<file path="src/rtl/nav_msg_feeder.sv">
`default_nettype none
// ============================================================================
// Module   : nav_msg_feeder
// Purpose  : Byte FIFO that serialises nav-message bytes MSB-first onto
//            msg_out, changing only on nav-bit epochs (every BIT_PERIOD
//            enabled cycles) so msg_out stays aligned with gps_gen_core.
// Revision : 1.0  initial release
// ============================================================================
module nav_msg_feeder #(
    parameter int   BIT_PERIOD = 327360,
    parameter int   FIFO_DEPTH = 4,
    parameter logic IDLE_BIT   = 1'b0
) (
    input  logic                          clk_in,
    input  logic                          rst_in_n,
    input  logic                          ena_in,
    input  logic [7:0]                    byte_in,
    input  logic                          byte_valid_in,
    output logic                          byte_ready_out,
    input  logic                          clr_underrun_in,
    output logic                          msg_out,
    output logic                          bit_strobe_out,
    output logic                          underrun_out,
    output logic [$clog2(FIFO_DEPTH):0]   fifo_level_out
);

    localparam int CNT_W = $clog2(BIT_PERIOD);
    localparam int PTR_W = $clog2(FIFO_DEPTH);
    localparam int LVL_W = PTR_W + 1;

    localparam logic [CNT_W-1:0] c_CNT_LAST = CNT_W'(BIT_PERIOD - 1);
    localparam logic [LVL_W-1:0] c_LVL_FULL = LVL_W'(FIFO_DEPTH);
    localparam logic [2:0]       c_IDX_LAST = 3'd7;

    localparam logic [0:0] c_ST_EMPTY  = 1'b0;
    localparam logic [0:0] c_ST_ACTIVE = 1'b1;

    // ------------------------------------------------------------------------
    // Registers
    // ------------------------------------------------------------------------
    logic [CNT_W-1:0] r_cnt;
    logic [0:0]       r_state;
    logic [0:0]       r_state_nxt;
    logic [6:0]       r_shreg;
    logic [2:0]       r_bit_idx;
    logic             r_msg;
    logic             r_strobe;
    logic             r_underrun;
    logic [7:0]       r_mem [FIFO_DEPTH];
    logic [PTR_W-1:0] r_wr_ptr;
    logic [PTR_W-1:0] r_rd_ptr;
    logic [LVL_W-1:0] r_level;

    // ------------------------------------------------------------------------
    // Combinational qualifiers
    // ------------------------------------------------------------------------
    logic       w_tick;
    logic       w_push;
    logic       w_fifo_empty;
    logic       w_last_bit;
    logic [7:0] w_rd_data;
    logic       w_pop;
    logic       w_shift;
    logic       w_strobe_nxt;
    logic       w_underrun_set;

    assign w_tick       = ena_in && (r_cnt == c_CNT_LAST);
    assign w_push       = byte_valid_in && (r_level != c_LVL_FULL);
    // Registered level: a byte written on a tick edge is not seen by that tick.
    assign w_fifo_empty = (r_level == '0);
    assign w_last_bit   = (r_bit_idx == c_IDX_LAST);
    assign w_rd_data    = r_mem[r_rd_ptr];

    // ------------------------------------------------------------------------
    // Epoch counter: free-running over enabled cycles only
    // ------------------------------------------------------------------------
    always_ff @(posedge clk_in or negedge rst_in_n) begin
        if (!rst_in_n) begin
            r_cnt <= '0;
        end else if (ena_in) begin
            r_cnt <= w_tick ? '0 : r_cnt + CNT_W'(1);
        end
    end

    // ------------------------------------------------------------------------
    // FSM: state register
    // ------------------------------------------------------------------------
    always_ff @(posedge clk_in or negedge rst_in_n) begin
        if (!rst_in_n) begin
            r_state <= c_ST_EMPTY;
        end else begin
            r_state <= r_state_nxt;
        end
    end

    // FSM: next-state logic
    always_comb begin
        r_state_nxt = r_state;
        if (w_tick) begin
            case (r_state)
                c_ST_EMPTY: begin
                    if (!w_fifo_empty) r_state_nxt = c_ST_ACTIVE;
                end
                c_ST_ACTIVE: begin
                    if (w_last_bit && w_fifo_empty) r_state_nxt = c_ST_EMPTY;
                end
                default: r_state_nxt = c_ST_EMPTY;
            endcase
        end
    end

    // FSM: output decode
    always_comb begin
        w_pop          = 1'b0;
        w_shift        = 1'b0;
        w_underrun_set = 1'b0;
        if (w_tick) begin
            case (r_state)
                c_ST_EMPTY: begin
                    w_pop = !w_fifo_empty;
                end
                c_ST_ACTIVE: begin
                    if (!w_last_bit)        w_shift        = 1'b1;
                    else if (!w_fifo_empty) w_pop          = 1'b1;
                    else                    w_underrun_set = 1'b1;
                end
                default: ;
            endcase
        end
        w_strobe_nxt = w_pop || w_shift;
    end

    // ------------------------------------------------------------------------
    // Serialiser datapath
    // ------------------------------------------------------------------------
    always_ff @(posedge clk_in or negedge rst_in_n) begin
        if (!rst_in_n) begin
            r_shreg   <= '0;
            r_bit_idx <= '0;
            r_msg     <= IDLE_BIT;
            r_strobe  <= 1'b0;
        end else begin
            r_strobe <= w_strobe_nxt;
            if (w_pop) begin
                r_msg     <= w_rd_data[7];
                r_shreg   <= w_rd_data[6:0];
                r_bit_idx <= '0;
            end else if (w_shift) begin
                r_msg     <= r_shreg[6];
                r_shreg   <= {r_shreg[5:0], 1'b0};
                r_bit_idx <= r_bit_idx + 3'd1;
            end else if (w_underrun_set) begin
                r_msg <= IDLE_BIT;
            end
        end
    end

    // Sticky underrun; a set in the same cycle wins over a clear.
    always_ff @(posedge clk_in or negedge rst_in_n) begin
        if (!rst_in_n) begin
            r_underrun <= 1'b0;
        end else if (w_underrun_set) begin
            r_underrun <= 1'b1;
        end else if (clr_underrun_in) begin
            r_underrun <= 1'b0;
        end
    end

    // ------------------------------------------------------------------------
    // Byte FIFO
    // ------------------------------------------------------------------------
    always_ff @(posedge clk_in) begin
        if (w_push) begin
            r_mem[r_wr_ptr] <= byte_in;
        end
    end

    always_ff @(posedge clk_in or negedge rst_in_n) begin
        if (!rst_in_n) begin
            r_wr_ptr <= '0;
            r_rd_ptr <= '0;
            r_level  <= '0;
        end else begin
            if (w_push) r_wr_ptr <= r_wr_ptr + PTR_W'(1);
            if (w_pop)  r_rd_ptr <= r_rd_ptr + PTR_W'(1);
            case ({w_push, w_pop})
                2'b10:   r_level <= r_level + LVL_W'(1);
                2'b01:   r_level <= r_level - LVL_W'(1);
                default: r_level <= r_level;
            endcase
        end
    end

    // ------------------------------------------------------------------------
    // Outputs
    // ------------------------------------------------------------------------
    assign byte_ready_out = (r_level != c_LVL_FULL);
    assign msg_out        = r_msg;
    assign bit_strobe_out = r_strobe;
    assign underrun_out   = r_underrun;
    assign fifo_level_out = r_level;

endmodule
`default_nettype wire

</file>
<file path="config.mk">
export PLATFORM = sky130hd
export DESIGN_NAME = nav_msg_feeder
export DESIGN_NICKNAME = d
export VERILOG_FILES = /design/src/rtl/nav_msg_feeder.sv
export SDC_FILE = /design/constraint.sdc
export NUM_CORES = 1
export LEC_CHECK = 0
export BUFFER_PORTS_ARGS = -buffer_cell sky130_fd_sc_hd__buf_2
export CAP_MARGIN = 20
export CORE_MARGIN = 1.5
export CORE_UTILIZATION = 24
export DETAILED_ROUTE_END_ITERATION = 10
export GPL_TIMING_DRIVEN = 1
export PLACE_DENSITY = 0.39
export SETUP_SLACK_MARGIN = 0.05
export SYNTH_ARGS = -nofsm -noshare
export SYNTH_HDL_FRONTEND = slang
export SYNTH_SLANG_ARGS = --single-unit
</file>
<file path="constraint.sdc">
create_clock -name clk_in -period 2.5 [get_ports clk_in]
set_input_delay 0.125 -clock clk_in [delete_from_list [all_inputs] [get_ports clk_in]]
set_output_delay 0.125 -clock clk_in [all_outputs]
set_load 0.1 [all_outputs]
</file>
# [Yosys cells after proc, flatten, opt, wreduce, memory -nomap -nowiden]
# Memory sizes are Yosys's and may differ from the RTL's.
# Cells that the tools add are included.
[op_classes] add_sub_neg=6 mul=0 div=0 order_cmp=0 n_eq_ne=5 n_shift=0 n_mux=26 bitwise=1 reduce_logical=10
[op_table] cell="adder 19 x 1 -> 19 bit (second input constant)" n=1
[op_table] cell="equality test 19 bit (second input constant)" n=1
[op_table] cell="2-to-1 mux 19 bit" n=1
[op_table] cell="2-to-1 mux 1 bit" n=18
[op_table] cell="2-to-1 mux 7 bit" n=2
[op_table] cell="adder 3 x 1 -> 3 bit (second input constant)" n=2
[op_table] cell="2-to-1 mux 3 bit" n=2
[op_table] cell="case mux 3 bit (2 select lines)" n=1
[op_table] cell="nonzero test 2 bit" n=3
[op_table] cell="adder 2 x 1 -> 2 bit (second input constant)" n=2
[op_table] cell="case mux 1 bit (2 select lines)" n=2
[op_table] cell="equality test 3 bit (second input constant)" n=1
[op_table] cell="logical AND 1 bit" n=3
[op_table] cell="zero test 3 bit" n=1
[op_table] cell="!= test 3 bit (second input constant)" n=1
[op_table] cell="nonzero test 3 bit" n=1
[op_table] cell="subtractor 3 x 1 -> 3 bit (second input constant)" n=1
[op_table] cell="equality test 2 x 1 -> 1 bit (second input constant)" n=1
[op_table] cell="equality test 2 bit (second input constant)" n=1
[op_table] cell="zero test 1 bit" n=1
[op_table] cell="logical OR 1 bit" n=1
[op_table] cell="NOT 1 bit" n=1
[word_totals] ff_bits=40 latchBits=0 mem_bits_rw=32 romBits=0 in_bits=13 out_inout_bits=7 elab_cells=59 memories=1
[mem_list] memory="r_mem" words=4 width=8 read_ports=1 rd_ports_with_merged_regs=0 wr=1 line="49" rtl="logic [7:0] r_mem [FIFO_DEPTH];"

# [Logic depth before layout (Yosys ltp)]
# Gate-level depths: netlist (run 1).
[depth] depth_word=8 depth_mapped=11 mapped_depth_nobuf=11

# [Worst setup path before layout (run 1)]
# No wires, ideal clock.
[synth_timing] path_kind="flip-flop to flip-flop" from="reg r_level[2], in the netlist fifo_level_out[2]" to="reg r_level[2], in the netlist fifo_level_out[2]" setup_ns=0.163 arrival_ns=3.480 t_required_ns=2.337 setup_slack_ns=-1.143 path_stages_with_launch=10 n_path_buf=0 period_less_slack_ns=3.643 path_cell_list="dfrtp_1 nand3_1 and2_1 inv_1 ha_1 inv_1 fa_1 xor2_1 nor2_1 xor2_1"
[synth_via] elab_cells_between_ends=14 classes_between="add/sub (2); eq/ne (3); mux (5); reduce/logical (4)"
[synth_lines] item="from (decl)" line="52" rtl="logic [LVL_W-1:0] r_level;"
[synth_lines] item="from (signal assigned)" line="187" rtl="2'b10: r_level <= r_level + LVL_W'(1);"
[synth_lines] item="from (signal assigned)" line="188" rtl="2'b01: r_level <= r_level - LVL_W'(1);"
[synth_lines] item="from (signal assigned)" line="189" rtl="default: r_level <= r_level;"
[synth_lines] item="!= test 3 bit (*)"
[synth_lines] item="named net byte_ready_out" line="19" rtl="output logic byte_ready_out,"
[synth_lines] item="logical AND 1 bit (*)" line="68" rtl="assign w_push = byte_valid_in && (r_level != c_LVL_FULL);"
[synth_lines] item="equality test 2 x 1 -> 1 bit or equality test 2 bit (tied branches)" line="186" rtl="case ({w_push, w_pop})"
[synth_lines] item="case mux 3 bit (2 select lines) or nonzero test 2 bit (tied branches)"
# Mark *: on every way through the listed nets, which the timed path passes. The rest lies on a longest branch.
# A chain may end at the register's enable or synchronous reset.

# [Worst setup path in the final report (run 1)]
[layout_timing] from="reg r_cnt[17]" to="reg r_level[2], in the netlist fifo_level_out[2]"
[layout_via] elab_chain_len=5 elab_cells_between_ends=7 classes_between="eq/ne (3); mux (2); reduce/logical (2)"
[layout_lines] item="from (decl)" line="41" rtl="logic [CNT_W-1:0] r_cnt;"
[layout_lines] item="from (signal assigned)" line="81" rtl="r_cnt <= w_tick ? '0 : r_cnt + CNT_W'(1);"
[layout_lines] item="equality test 19 bit (*)" line="67" rtl="assign w_tick = ena_in && (r_cnt == c_CNT_LAST);"
[layout_lines] item="logical AND 1 bit (*)" line="67"
[layout_lines] item="2-to-1 mux 1 bit (*)" line="117" rtl="if (w_tick) begin"
[layout_lines] item="equality test 2 x 1 -> 1 bit or equality test 2 bit (tied branches)" line="186"
[layout_lines] item="case mux 3 bit (2 select lines) or nonzero test 2 bit (tied branches)"
# Mark *: on every way between the ends. The rest lies on a longest branch, timed or not.

==> results of run 1 <==
==> path summary, 6_finish.rpt <==
path	start	endpoint
max	r_cnt[17]	fifo_level_out[2]
min	byte_in[4]	r_mem[2][4]
min in group asynchronous	rst_in_n	r_cnt[12]
max reg2reg	r_cnt[17]	fifo_level_out[2]
max in group asynchronous	rst_in_n	r_shreg[1]
min reg2reg	r_cnt[18]	r_cnt[18]
==> power by group through the flow <==
| stage | Sequential [W] | Clock [W] | Combinational (W) |
|---|---|---|---|
| after floorplan | 0.00177 | 0 | 0.000420 |
| after global placement | 0.00161 | 0 | 0.000802 |
| after detailed placement | 0.00161 | 0 | 0.000801 |
| after CTS | 0.00159 | 0.00134 | 0.000812 |
| after global routing | 0.00161 | 0.00137 | 0.000870 |
| final | 0.00158 | 0.00129 | 0.000788 |
==> repair_timing <==
| action | 4_1_cts | 5_1_grt |
|---|---|---|
| endpoints found under the setup margin | 1 | 1 |
| resized for setup | 0 | 1 |
| hold buffers | 7 | 0 |
| hold endpoints to repair | 48 | 0 |
| pin swaps | 1 | 0 |
==> worst max-delay path: stages, from the launching register on <==
cell and delay (ps):
sky130_fd_sc_hd__dfrtp_1 380, sky130_fd_sc_hd__or4b_4 560, sky130_fd_sc_hd__nor4_4 220, sky130_fd_sc_hd__and3_4 250, sky130_fd_sc_hd__ha_4 130, sky130_fd_sc_hd__inv_2 30
sky130_fd_sc_hd__fa_2 320, sky130_fd_sc_hd__xor2_1 140, sky130_fd_sc_hd__nor2_1 120, sky130_fd_sc_hd__xor2_1 150
==> layout make-up <==
| type | instances | share of cell area, % |
|---|---|---|
| Inverter | 12 | 1.13 |
| Timing Repair Buffer | 44 | 7.53 |
| Multi-Input combinational cell | 135 | 29.0 |
| Clock inverter | 6 | 1.69 |
| Clock buffer | 10 | 5.74 |
| Tap cell | 172 | 5.40 |
| Sequential cell | 72 | 49.5 |
==> synthesized netlist by cell type <==
| cell | n |
|---|---|
| sky130_fd_sc_hd__a21oi_1 | 2 |
| sky130_fd_sc_hd__inv_1 | 11 |
| sky130_fd_sc_hd__and2_1 | 2 |
| sky130_fd_sc_hd__buf_4 | 1 |
| sky130_fd_sc_hd__and3_1 | 8 |
| sky130_fd_sc_hd__a22o_1 | 3 |
| sky130_fd_sc_hd__dfrtp_1 | 40 |
| sky130_fd_sc_hd__a2bb2oi_1 | 6 |
| sky130_fd_sc_hd__nand3_1 | 9 |
| sky130_fd_sc_hd__xor2_1 | 9 |
| sky130_fd_sc_hd__xnor2_1 | 12 |
| sky130_fd_sc_hd__or3_1 | 2 |
| sky130_fd_sc_hd__nor3_1 | 3 |
| sky130_fd_sc_hd__o31ai_1 | 1 |
| sky130_fd_sc_hd__fa_1 | 1 |
| sky130_fd_sc_hd__nor2b_1 | 3 |
| sky130_fd_sc_hd__inv_2 | 1 |
| sky130_fd_sc_hd__buf_2 | 2 |
| sky130_fd_sc_hd__clkbuf_1 | 2 |
| sky130_fd_sc_hd__or4b_4 | 1 |
| sky130_fd_sc_hd__edfxtp_1 | 32 |
| sky130_fd_sc_hd__mux4_2 | 8 |
| sky130_fd_sc_hd__nor4_4 | 1 |
| sky130_fd_sc_hd__nand3b_1 | 1 |
| sky130_fd_sc_hd__mux2_2 | 2 |
| sky130_fd_sc_hd__nor2_1 | 16 |
| sky130_fd_sc_hd__nand2_1 | 9 |
| sky130_fd_sc_hd__o211ai_1 | 1 |
| sky130_fd_sc_hd__nor4_2 | 2 |
| sky130_fd_sc_hd__mux2i_1 | 3 |
| sky130_fd_sc_hd__nor4_1 | 4 |
| sky130_fd_sc_hd__o22ai_1 | 8 |
| sky130_fd_sc_hd__nand4_1 | 5 |
| sky130_fd_sc_hd__a32o_1 | 3 |
| sky130_fd_sc_hd__nand2b_1 | 1 |
| sky130_fd_sc_hd__ha_1 | 8 |
| sky130_fd_sc_hd__mux2_4 | 1 |
==> layout by cell type, fill, tap and decap left out, types with 2 or more instances in the layout <==
master / n
sky130_fd_sc_hd__a21oi_1: 2
sky130_fd_sc_hd__a22o_1: 3
sky130_fd_sc_hd__a2bb2oi_1: 6
sky130_fd_sc_hd__a32o_1: 3
sky130_fd_sc_hd__and3_1: 7
sky130_fd_sc_hd__buf_2: 19
sky130_fd_sc_hd__buf_4: 18
sky130_fd_sc_hd__clkbuf_16: 9
sky130_fd_sc_hd__clkinvlp_4: 2
sky130_fd_sc_hd__dfrtp_1: 37
sky130_fd_sc_hd__dfrtp_4: 3
sky130_fd_sc_hd__dlygate4sd3_1: 7
sky130_fd_sc_hd__edfxtp_1: 32
sky130_fd_sc_hd__ha_1: 7
sky130_fd_sc_hd__inv_1: 8
sky130_fd_sc_hd__inv_2: 4
sky130_fd_sc_hd__inv_6: 2
sky130_fd_sc_hd__mux2_2: 2
sky130_fd_sc_hd__mux2i_1: 3
sky130_fd_sc_hd__mux4_2: 8
sky130_fd_sc_hd__nand2_1: 9
sky130_fd_sc_hd__nand3_1: 8
sky130_fd_sc_hd__nand4_1: 5
sky130_fd_sc_hd__nor2_1: 16
sky130_fd_sc_hd__nor2b_1: 3
sky130_fd_sc_hd__nor3_1: 3
sky130_fd_sc_hd__nor4_1: 4
sky130_fd_sc_hd__nor4_4: 2
sky130_fd_sc_hd__o22ai_1: 8
sky130_fd_sc_hd__or3_1: 2
sky130_fd_sc_hd__xnor2_1: 12
sky130_fd_sc_hd__xor2_1: 9
==> cell families after synthesis <==
logic type / synth area share (%)
buffers and inverters: 2.23
and+or+nand+nor: 12.0
adders and majority gates: 3.82
DFF: 62.4
xor gates and xnor gates: 5.85
muxes: 7.88
AOI/OAI and AO/OA: 5.85
==> sequential cells by signal (all words and copies together), names as in the netlist <==
name,count
r_wr_ptr,2
r_cnt,19
r_shreg,7
underrun_out,1
msg_out,1
r_mem,32
bit_strobe_out,1
r_bit_idx,3
fifo_level_out,3
r_state,1
r_rd_ptr,2
==> metal layers <==
layer	vias to the layer above	routed length [microns]	track usage [%]
met2	20	3180	17.2
met5	-	0	0
met4	0	127	4.34
met1	957	2950	11.5
met3	12	182	3.34
li1	933	-	-
==> metrics by stage <==
step | power, W | area [sq um]
after floorplan | 0.00219 | 3200
after global placement | 0.00241 | 3620
after detailed placement | 0.00241 | 3620
after CTS | 0.00374 | 3990
after global routing | 0.00386 | 3990
final | 0.00366 | 3990
==> impl_metrics.env, run 1 <==
export IMPL_outcome="completed"
export IMPL_multiInputGateArea_sq_um=1160
export IMPL_setup_violations=0
export IMPL_post_drt_via_cell_ratio=4.26
export IMPL_detailedRoute_firstIterationViolations=62
export IMPL_cts_reportedPaths_clkPinSlew_ps=60
export IMPL_timing_hold_ws_ps=10.9
export IMPL_global_route_usage_total_pct=10.0
export IMPL_worstHoldPathCells=1
export IMPL_reg2reg_setup_slack_ps=110
export IMPL_share_clk_of_total_power_pct=35.3
export IMPL_worst_ir_drop_vdd_mv=0.459
export IMPL_buffer_ports_inserted=19
export IMPL_via_count_of_the_first_global_routing_pass=2004
export IMPL_synth_top_cell_area_share_pct=31.8
export IMPL_syn_area_sq_um=3150
export IMPL_detailed_place_hpwl_microns=4420
export IMPL_yosysSeqAreaShare_pct=62.4
export IMPL_layoutNonFillerInstCount=451
export IMPL_synth_fp_nets=246
export IMPL_worst_skew_pair_late_latency_ps=340
export IMPL_grt_start_max_net_pins=29
export IMPL_start_util_pct=24.7
export IMPL_critical_path_arrival_ps=2640
export IMPL_maximum_fanout_along_the_worst_path=4
export IMPL_placed_cells_incl_taps=428
export IMPL_die_width_microns=117
export IMPL_globalplace_congestion=0.700
export IMPL_core_region_area_sq_um=12700
export IMPL_tns_setup_ps=0
export IMPL_place_worst_setup_slack_ps=12.2
export IMPL_power_internal_w=0.00249
export IMPL_fp_dieArea_sq_um=13800
export IMPL_power_density_cell_area_nw_per_um2=919
export IMPL_grt_overflow=0
export IMPL_fp_row_count=41
export IMPL_grt_setup_unrepaired="yes"
export IMPL_syn2layout_area_growth_pct=26.8
export IMPL_clock_skew_final_ps=5.80
export IMPL_drc_errors=0
export IMPL_timing_final_hold_violations=0
export IMPL_power_share_sequential_pct=43.2
export IMPL_slew_viol_final=0
export IMPL_detailedRoute_firstPassIterationCount=4
export IMPL_postSynthAreaPerCell_sq_um=14.0
export IMPL_num_antenna_cells=0
export IMPL_post_route_period_util_pct=95.5
export IMPL_layout_setup_ws_ps=113
export IMPL_pin_count=20
export IMPL_wire_length_of_the_first_global_routing_pass_microns=10500
export IMPL_timing_hold_worst_class="in2reg"
export IMPL_maxCapViolCount=0
export IMPL_cts_buffer_count=9
export IMPL_worst_slew_slack_as_a_fraction_of_its_limit_pct=54.3
export IMPL_detail_route_wirelength_microns=6440
export IMPL_timing_critical_path_required_ps=2760
export IMPL_rr_worst_depth=9
export IMPL_antenna_left=0
export IMPL_worst_slew_pin_slew_ps=686
export IMPL_h_tree_depth=3
export IMPL_final_period_minus_worst_setup_slack_ps=2390
export IMPL_grt_antenna_before_repair=0
export IMPL_synth_top_area_cell="sky130_fd_sc_hd__dfrtp_1"
export IMPL_layout_cell_share_with_drive_strength_beyond_1_pct=28.3
export IMPL_synth_area_top_cells="sky130_fd_sc_hd__dfrtp_1, sky130_fd_sc_hd__edfxtp_1, sky130_fd_sc_hd__mux4_2, sky130_fd_sc_hd__xnor2_1, sky130_fd_sc_hd__ha_1"
export IMPL_critPathLaunchType="register"
export IMPL_nNetsFinal=296
export IMPL_routed_via_count=1922
export IMPL_synth_cell_types=37
export IMPL_share_comb_of_total_power_pct=21.5
export IMPL_end_kind="register"
export IMPL_filler_cell_count=1304
export IMPL_p_leak_nw=1.64
export IMPL_root_driver="sky130_fd_sc_hd__clkbuf_16"
export IMPL_power_switching_w=0.00117
export IMPL_final_util_pct=31.3
export IMPL_die_h_microns=117
export IMPL_timing_setup_critical_path_class="reg2reg"
export IMPL_switching_power_as_a_share_of_total_power_pct=32.0
export IMPL_clock_tree_buffer_depth=2
export IMPL_yosys_warn_count=0
export IMPL_clock_sinks=72
export IMPL_achievable_frequency_ghz=0.419
export IMPL_post_synth_inst_count=224
export IMPL_ff_latch_area_sq_um=1970
export IMPL_number_of_buffers_inserted_to_repair_setup_after_cts=0
export IMPL_yosys_register_bits=72
export IMPL_cts_tree="built"
export IMPL_wl_per_cell_microns=14.3
(Power assumes the default switching activity.)
==> inputs of run 2 (changes only) <==
Settings changed: PLACE_DENSITY 0.39 to 0.41.
==> run 2 against run 1 <==
  * Combinational power increased by 0.9%
  * Sequential share of layout area fell by 0.40 points
  * Power up 2.8%
  * Global-route usage hardly changed
  * Cell area rose by 0.82%
  * Sequential power about the same
  * Setup slack got worse by 17 ps
  * First-iteration DRC count is 3.2% higher
  * Critical path type unchanged
  * Critical endpoint unchanged
  * Largest cell class unchanged
  * Largest power group unchanged
==> impl_metrics.env, run 2 (synthesis gave the netlist of run 1 again) <==
export IMPL_outcome="completed"
export IMPL_maxCapViolCount=0
export IMPL_fp_row_count=41
export IMPL_slowest_stage="sky130_fd_sc_hd__or4b_4"
export IMPL_layout_cell_share_with_drive_strength_beyond_1_pct=27.3
export IMPL_largest_reg_flops=32
export IMPL_timing_setup_critical_path_class="reg2reg"
export IMPL_number_of_buffers_inserted_to_repair_setup_after_cts=0
export IMPL_detailedRoute_firstIterationViolations=64
export IMPL_timing_hold_worst_class="in2reg"
export IMPL_worst_skew_pair_late_latency_ps=330
export IMPL_power_density_cell_area_nw_per_um2=937
export IMPL_syn2layout_area_growth_pct=27.8
export IMPL_die_h_microns=117
export IMPL_die_width_microns=117
export IMPL_worst_slew_slack_as_a_fraction_of_its_limit_pct=47.5
export IMPL_final_cell_mix="sky130_fd_sc_hd__dfrtp_1, sky130_fd_sc_hd__edfxtp_1, sky130_fd_sc_hd__buf_2, sky130_fd_sc_hd__nor2_1, sky130_fd_sc_hd__buf_4"
export IMPL_detail_route_wirelength_microns=6260
export IMPL_mostFrequentLayoutCell="sky130_fd_sc_hd__dfrtp_1"
export IMPL_timing_hold_ws_ps=19.3
export IMPL_largest_regs="r_mem: 32 flops, r_cnt: 19 flops, r_shreg: 7 flops"
export IMPL_layout_setup_ws_ps=96.2
export IMPL_place_worst_setup_slack_ps=-2.67
export IMPL_h_tree_depth=3
export IMPL_timing_critical_path_required_ps=2760
export IMPL_slew_viol_final=0
export IMPL_critPathLaunchType="register"
export IMPL_p_leak_nw=1.65
export IMPL_setup_violations=0
export IMPL_critical_path_max_stage_delay_ps=550
export IMPL_cts_reportedPaths_clkPinSlew_ps=60
export IMPL_critical_path_arrival_ps=2660
export IMPL_pin_count=20
export IMPL_post_drt_via_cell_ratio=4.28
export IMPL_clock_skew_final_ps=6.57
export IMPL_via_count_of_the_first_global_routing_pass=2046
export IMPL_cts_buffer_count=9
export IMPL_crit_path_leading_delay_family="simple AND/OR/NAND/NOR gates"
export IMPL_grt_start_max_net_pins=34
export IMPL_wl_per_cell_microns=13.9
export IMPL_root_driver="sky130_fd_sc_hd__clkbuf_16"
export IMPL_grt_setup_unrepaired="yes"
export IMPL_globalplace_congestion=0.720
export IMPL_detailedRoute_firstPassIterationCount=4
export IMPL_post_route_period_util_pct=96.2
export IMPL_worst_ir_drop_vdd_mv=0.502
export IMPL_global_route_usage_total_pct=10.0
export IMPL_final_period_minus_worst_setup_slack_ps=2400
export IMPL_clock_sinks=72
export IMPL_end_kind="register"
export IMPL_antenna_left=0
export IMPL_fp_dieArea_sq_um=13800
export IMPL_core_region_area_sq_um=12700
export IMPL_maximum_fanout_along_the_worst_path=4
export IMPL_timing_final_hold_violations=0
export IMPL_largest_register="r_mem"
export IMPL_nNetsFinal=295
export IMPL_worst_path_buf_inv=1
export IMPL_achievable_frequency_ghz=0.416
export IMPL_tns_setup_ps=0
export IMPL_routed_via_count=1927
export IMPL_wire_length_of_the_first_global_routing_pass_microns=10600
export IMPL_drc_errors=0
export IMPL_num_antenna_cells=0
export IMPL_cts_tree="built"
export IMPL_buffer_ports_inserted=19
export IMPL_cp_common_cell="sky130_fd_sc_hd__xor2_1"
export IMPL_clock_tree_buffer_depth=2
export IMPL_worst_slew_pin_slew_ps=787
export IMPL_grt_overflow=0
export IMPL_cp_cell_sequence="or4b_4, nor4_4, and3_4, ha_4, inv_2, fa_2, xor2_1, nor2_1, xor2_1"
export IMPL_detailed_place_hpwl_microns=4350
export IMPL_grt_antenna_before_repair=0
export IMPL_start_util_pct=24.7
run 2: cell types whose count changed in the layout (fill, tap and decap cells not counted):
cell,delta
sky130_fd_sc_hd__buf_4,-4
sky130_fd_sc_hd__dlygate4sd3_1,+2
sky130_fd_sc_hd__buf_12,+1
sky130_fd_sc_hd__bufinv_16,+1
sky130_fd_sc_hd__clkinvlp_4,-1
run 2: metrics by stage:
| stage | std cells | total power [W] | utilization [%] | area [sq um] |
|---|---|---|---|---|
| 2_1_floorplan | 224 | 0.00219 | - | 3200 |
| 3_3_place_gp | 425 | 0.00240 | 28.4 | 3610 |
| 3_5_place_dp | 425 | 0.00242 | 28.4 | 3610 |
| 4_1_cts | 450 | 0.00384 | 31.6 | 4020 |
| 5_1_grt | 450 | 0.00397 | 31.6 | 4020 |
| 6_report | 450 | 0.00377 | 31.6 | 4020 |
run 2: worst paths after layout:
path / to / from / depth (start not counted) / slack, ps
min in group asynchronous: r_cnt[5] / rst_in_n / 2 / 430
min reg2reg: r_cnt[18] / r_cnt[18] / 1 / 470
max in group asynchronous: r_cnt[13] / rst_in_n / 3 / 1460
max: fifo_level_out[2] / r_cnt[17] / 9 / 100
max reg2reg: fifo_level_out[2] / r_cnt[17] / 9 / 100
min: r_mem[1][6] / byte_in[6] / 1 / 20
run 2: where the power goes:
group	internal [W]	switching (W)
clock	0.000879	0.000505
combinational	0.000252	0.000543
sequential	0.00146	0.000124
run 2: timing repair:
| item | in CTS | in global routing |
|---|---|---|
| hold buffers | 9 | 0 |
| setup endpoints to repair | 1 | 1 |
| gates resized for setup | 0 | 1 |
| hold endpoints to repair | 61 | 0 |
| pin swaps | 1 | 0 |
run 2: per-layer routing:
layer / wire length, microns / track usage (%) / vias up / share of wire (%)
li1: - / - / 935 / -
met1: 3010 / 12.5 / 961 / 48
met2: 2990 / 16.0 / 22 / 48
met3: 144 / 3.20 / 9 / 2.3
met4: 117 / 4.34 / 0 / 1.9
met5: 0 / 0 / - / 0
run 2: final cells by class:
| class | count | area [sq um] |
|---|---|---|
| inverter | 12 | 45.0 |
| timing repair buffer | 43 | 310 |
| multi-input combinational | 135 | 1160 |
| clock inverter | 6 | 90.1 |
| sequential | 72 | 1970 |
| tap | 172 | 215 |
| fill | 1342 | 8700 |
| clock buffer | 10 | 229 |
==> inputs of run 3 (changes only) <==
Settings changed: CORE_ASPECT_RATIO from default to 1.1.
==> run 3 against run 2 <==
  * The flow now finishes with violations (DRC)
  * Non-clock buffer count is the same
  * Setup slack gained 22 ps
  * Sequential cell count is the same
  * Wire length grew 1.6%
  * Combinational power shrank 0.5%
  * Sequential power is essentially flat
  * Utilization shrank 0.46 points
  * Fmax grew 0.91%
  * Cell area shrank 1.6%
  * Register-to-register slack gained 20 ps
  * Clock-buffer cell count shrank 1
  * Cell count shrank 3.3%
==> impl_metrics.env, run 3 (synthesis gave the netlist of run 1 again) <==
export IMPL_final_cell_mix="sky130_fd_sc_hd__dfrtp_1, sky130_fd_sc_hd__edfxtp_1, sky130_fd_sc_hd__buf_2, sky130_fd_sc_hd__buf_4, sky130_fd_sc_hd__nor2_1"
export IMPL_num_antenna_cells=0
export IMPL_clock_tree_buffer_depth=2
export IMPL_via_count_of_the_first_global_routing_pass=2017
export IMPL_detailedRoute_firstPassIterationCount=9
export IMPL_clock_skew_final_ps=10.4
export IMPL_maxCapViolCount=0
export IMPL_number_of_buffers_inserted_to_repair_setup_after_cts=0
export IMPL_worst_setup_path_startpoint="r_cnt[17]"
export IMPL_largest_regs="r_mem: 32 flops, r_cnt: 19 flops, r_shreg: 7 flops"
export IMPL_timing_rr_end="fifo_level_out[2]"
export IMPL_nNetsFinal=295
export IMPL_die_width_microns=112
export IMPL_drc_errors=2
export IMPL_worstHoldPathCells=1
export IMPL_root_driver="sky130_fd_sc_hd__clkbuf_16"
export IMPL_cts_reportedPaths_clkPinSlew_ps=70
export IMPL_buffer_ports_inserted=19
export IMPL_detailed_place_hpwl_microns=4380
export IMPL_globalplace_congestion=0.715
export IMPL_p_leak_nw=1.63
export IMPL_fp_row_count=43
export IMPL_wl_per_cell_microns=14.6
export IMPL_worst_slew_pin_slew_ps=781
export IMPL_outcome="finished, violations left"
export IMPL_largest_reg_flops=32
export IMPL_syn2layout_area_growth_pct=25.7
export IMPL_critical_path_arrival_ps=2650
export IMPL_largest_register="r_mem"
export IMPL_reg2reg_setup_slack_ps=120
export IMPL_grt_start_max_net_pins=33
export IMPL_place_worst_setup_slack_ps=0.145
export IMPL_timing_final_hold_violations=0
export IMPL_layout_cell_share_with_drive_strength_beyond_1_pct=28.4
export IMPL_core_region_area_sq_um=12700
export IMPL_global_route_usage_total_pct=10.3
export IMPL_r2r_start="r_cnt[17]"
export IMPL_end_kind="register"
export IMPL_clock_sinks=72
export IMPL_cts_buffer_count=9
export IMPL_rr_worst_depth=9
export IMPL_worst_slew_slack_as_a_fraction_of_its_limit_pct=47.9
export IMPL_timing_setup_critical_path_class="reg2reg"
export IMPL_grt_antenna_before_repair=0
export IMPL_start_util_pct=24.8
export IMPL_final_util_pct=31.1
export IMPL_placed_cells_incl_taps=412
export IMPL_crit_path_end="fifo_level_out[2]"
export IMPL_critPathLaunchType="register"
export IMPL_worst_skew_pair_late_latency_ps=340
export IMPL_pin_count=20
export IMPL_power_density_cell_area_nw_per_um2=913
export IMPL_timing_critical_path_required_ps=2770
export IMPL_detail_route_wirelength_microns=6370
export IMPL_setup_violations=0
export IMPL_h_tree_depth=3
export IMPL_timing_hold_ws_ps=18.1
export IMPL_final_period_minus_worst_setup_slack_ps=2380
export IMPL_layoutNonFillerInstCount=435
export IMPL_post_drt_via_cell_ratio=4.40
export IMPL_cts_tree="built"
export IMPL_die_h_microns=123
export IMPL_fp_dieArea_sq_um=13800
export IMPL_achievable_frequency_ghz=0.420
export IMPL_slew_viol_final=0
export IMPL_grt_overflow=0
export IMPL_routed_via_count=1912
export IMPL_timing_hold_worst_class="in2reg"
export IMPL_mostFrequentLayoutCell="sky130_fd_sc_hd__dfrtp_1"
export IMPL_maximum_fanout_along_the_worst_path=4
export IMPL_wire_length_of_the_first_global_routing_pass_microns=10600
export IMPL_violations="DRC"
export IMPL_antenna_left=0
export IMPL_worst_ir_drop_vdd_mv=0.528
export IMPL_post_route_period_util_pct=95.3
export IMPL_detailedRoute_firstIterationViolations=70
export IMPL_grt_setup_unrepaired="yes"
export IMPL_report_power_total_w=0.00361
export IMPL_layout_setup_ws_ps=118
## run 3: changes by cell type in the layout (fill, tap and decap cells not counted), moves of 2 or more
cell,delta
sky130_fd_sc_hd__bufinv_16,-2
sky130_fd_sc_hd__clkinv_4,+2
sky130_fd_sc_hd__inv_8,+2
sky130_fd_sc_hd__buf_4,+3
sky130_fd_sc_hd__dlygate4sd3_1,-2
## run 3: area by class of cell
cell class,count,area (sq um)
clock buffer,9,225
clock inverter,7,63.8
fill,1277,8740
inverter,12,45.0
multi-input combinational,135,1160
sequential,72,1970
tap,157,196
timing repair buffer,43,293
## run 3: repair_timing
action	CTS	global route
setup endpoints to repair	1	1
hold buffers	7	0
endpoints found under the hold margin	52	0
pin swaps	1	0
resized for setup	0	1
## run 3: how the worst min path moves through the flow
stage / to / slack, ps / from
after floorplan: bit_strobe_out / -170 / rst_in_n
after global placement: r_cnt[12] / 250 / rst_in_n
after detailed placement: r_cnt[10] / 270 / rst_in_n
after CTS: r_mem[2][4] / 4 / byte_in[4]
after global routing: r_mem[3][5] / 2 / byte_in[5]
final: r_mem[3][5] / 20 / byte_in[5]
## run 3: power by group
part           switching (W)  total, W  internal (W)
combinational       0.000542  0.000791      0.000249
sequential          0.000121   0.00158       0.00146
clock               0.000543   0.00123      0.000692
total                0.00121   0.00361       0.00241
## run 3: metrics by stage
stage | setup TNS [ps] | cell area (sq um)
2_1_floorplan | 0 | 3200
3_3_place_gp | 0 | 3590
3_5_place_dp | 0 | 3590
4_1_cts | 0 | 3950
5_1_grt | -55.9 | 3950
6_report | 0 | 3950
## run 3: per-layer routing
layer	GRT usage [%]	wire (microns)	vias up
li1	-	-	937
met1	12.1	2870	940
met2	17.5	3160	23
met3	3.38	212	12
met4	4.51	116	0
met5	0	0	-
## run 3: critical path, stage by stage, from the launching register on
cell and delay [ps]:
sky130_fd_sc_hd__dfrtp_1 370, sky130_fd_sc_hd__or4b_4 550, sky130_fd_sc_hd__nor4_4 230, sky130_fd_sc_hd__and3_4 260, sky130_fd_sc_hd__ha_4 140, sky130_fd_sc_hd__inv_2 30
sky130_fd_sc_hd__fa_2 320, sky130_fd_sc_hd__xor2_1 140, sky130_fd_sc_hd__nor2_1 120, sky130_fd_sc_hd__xor2_1 150
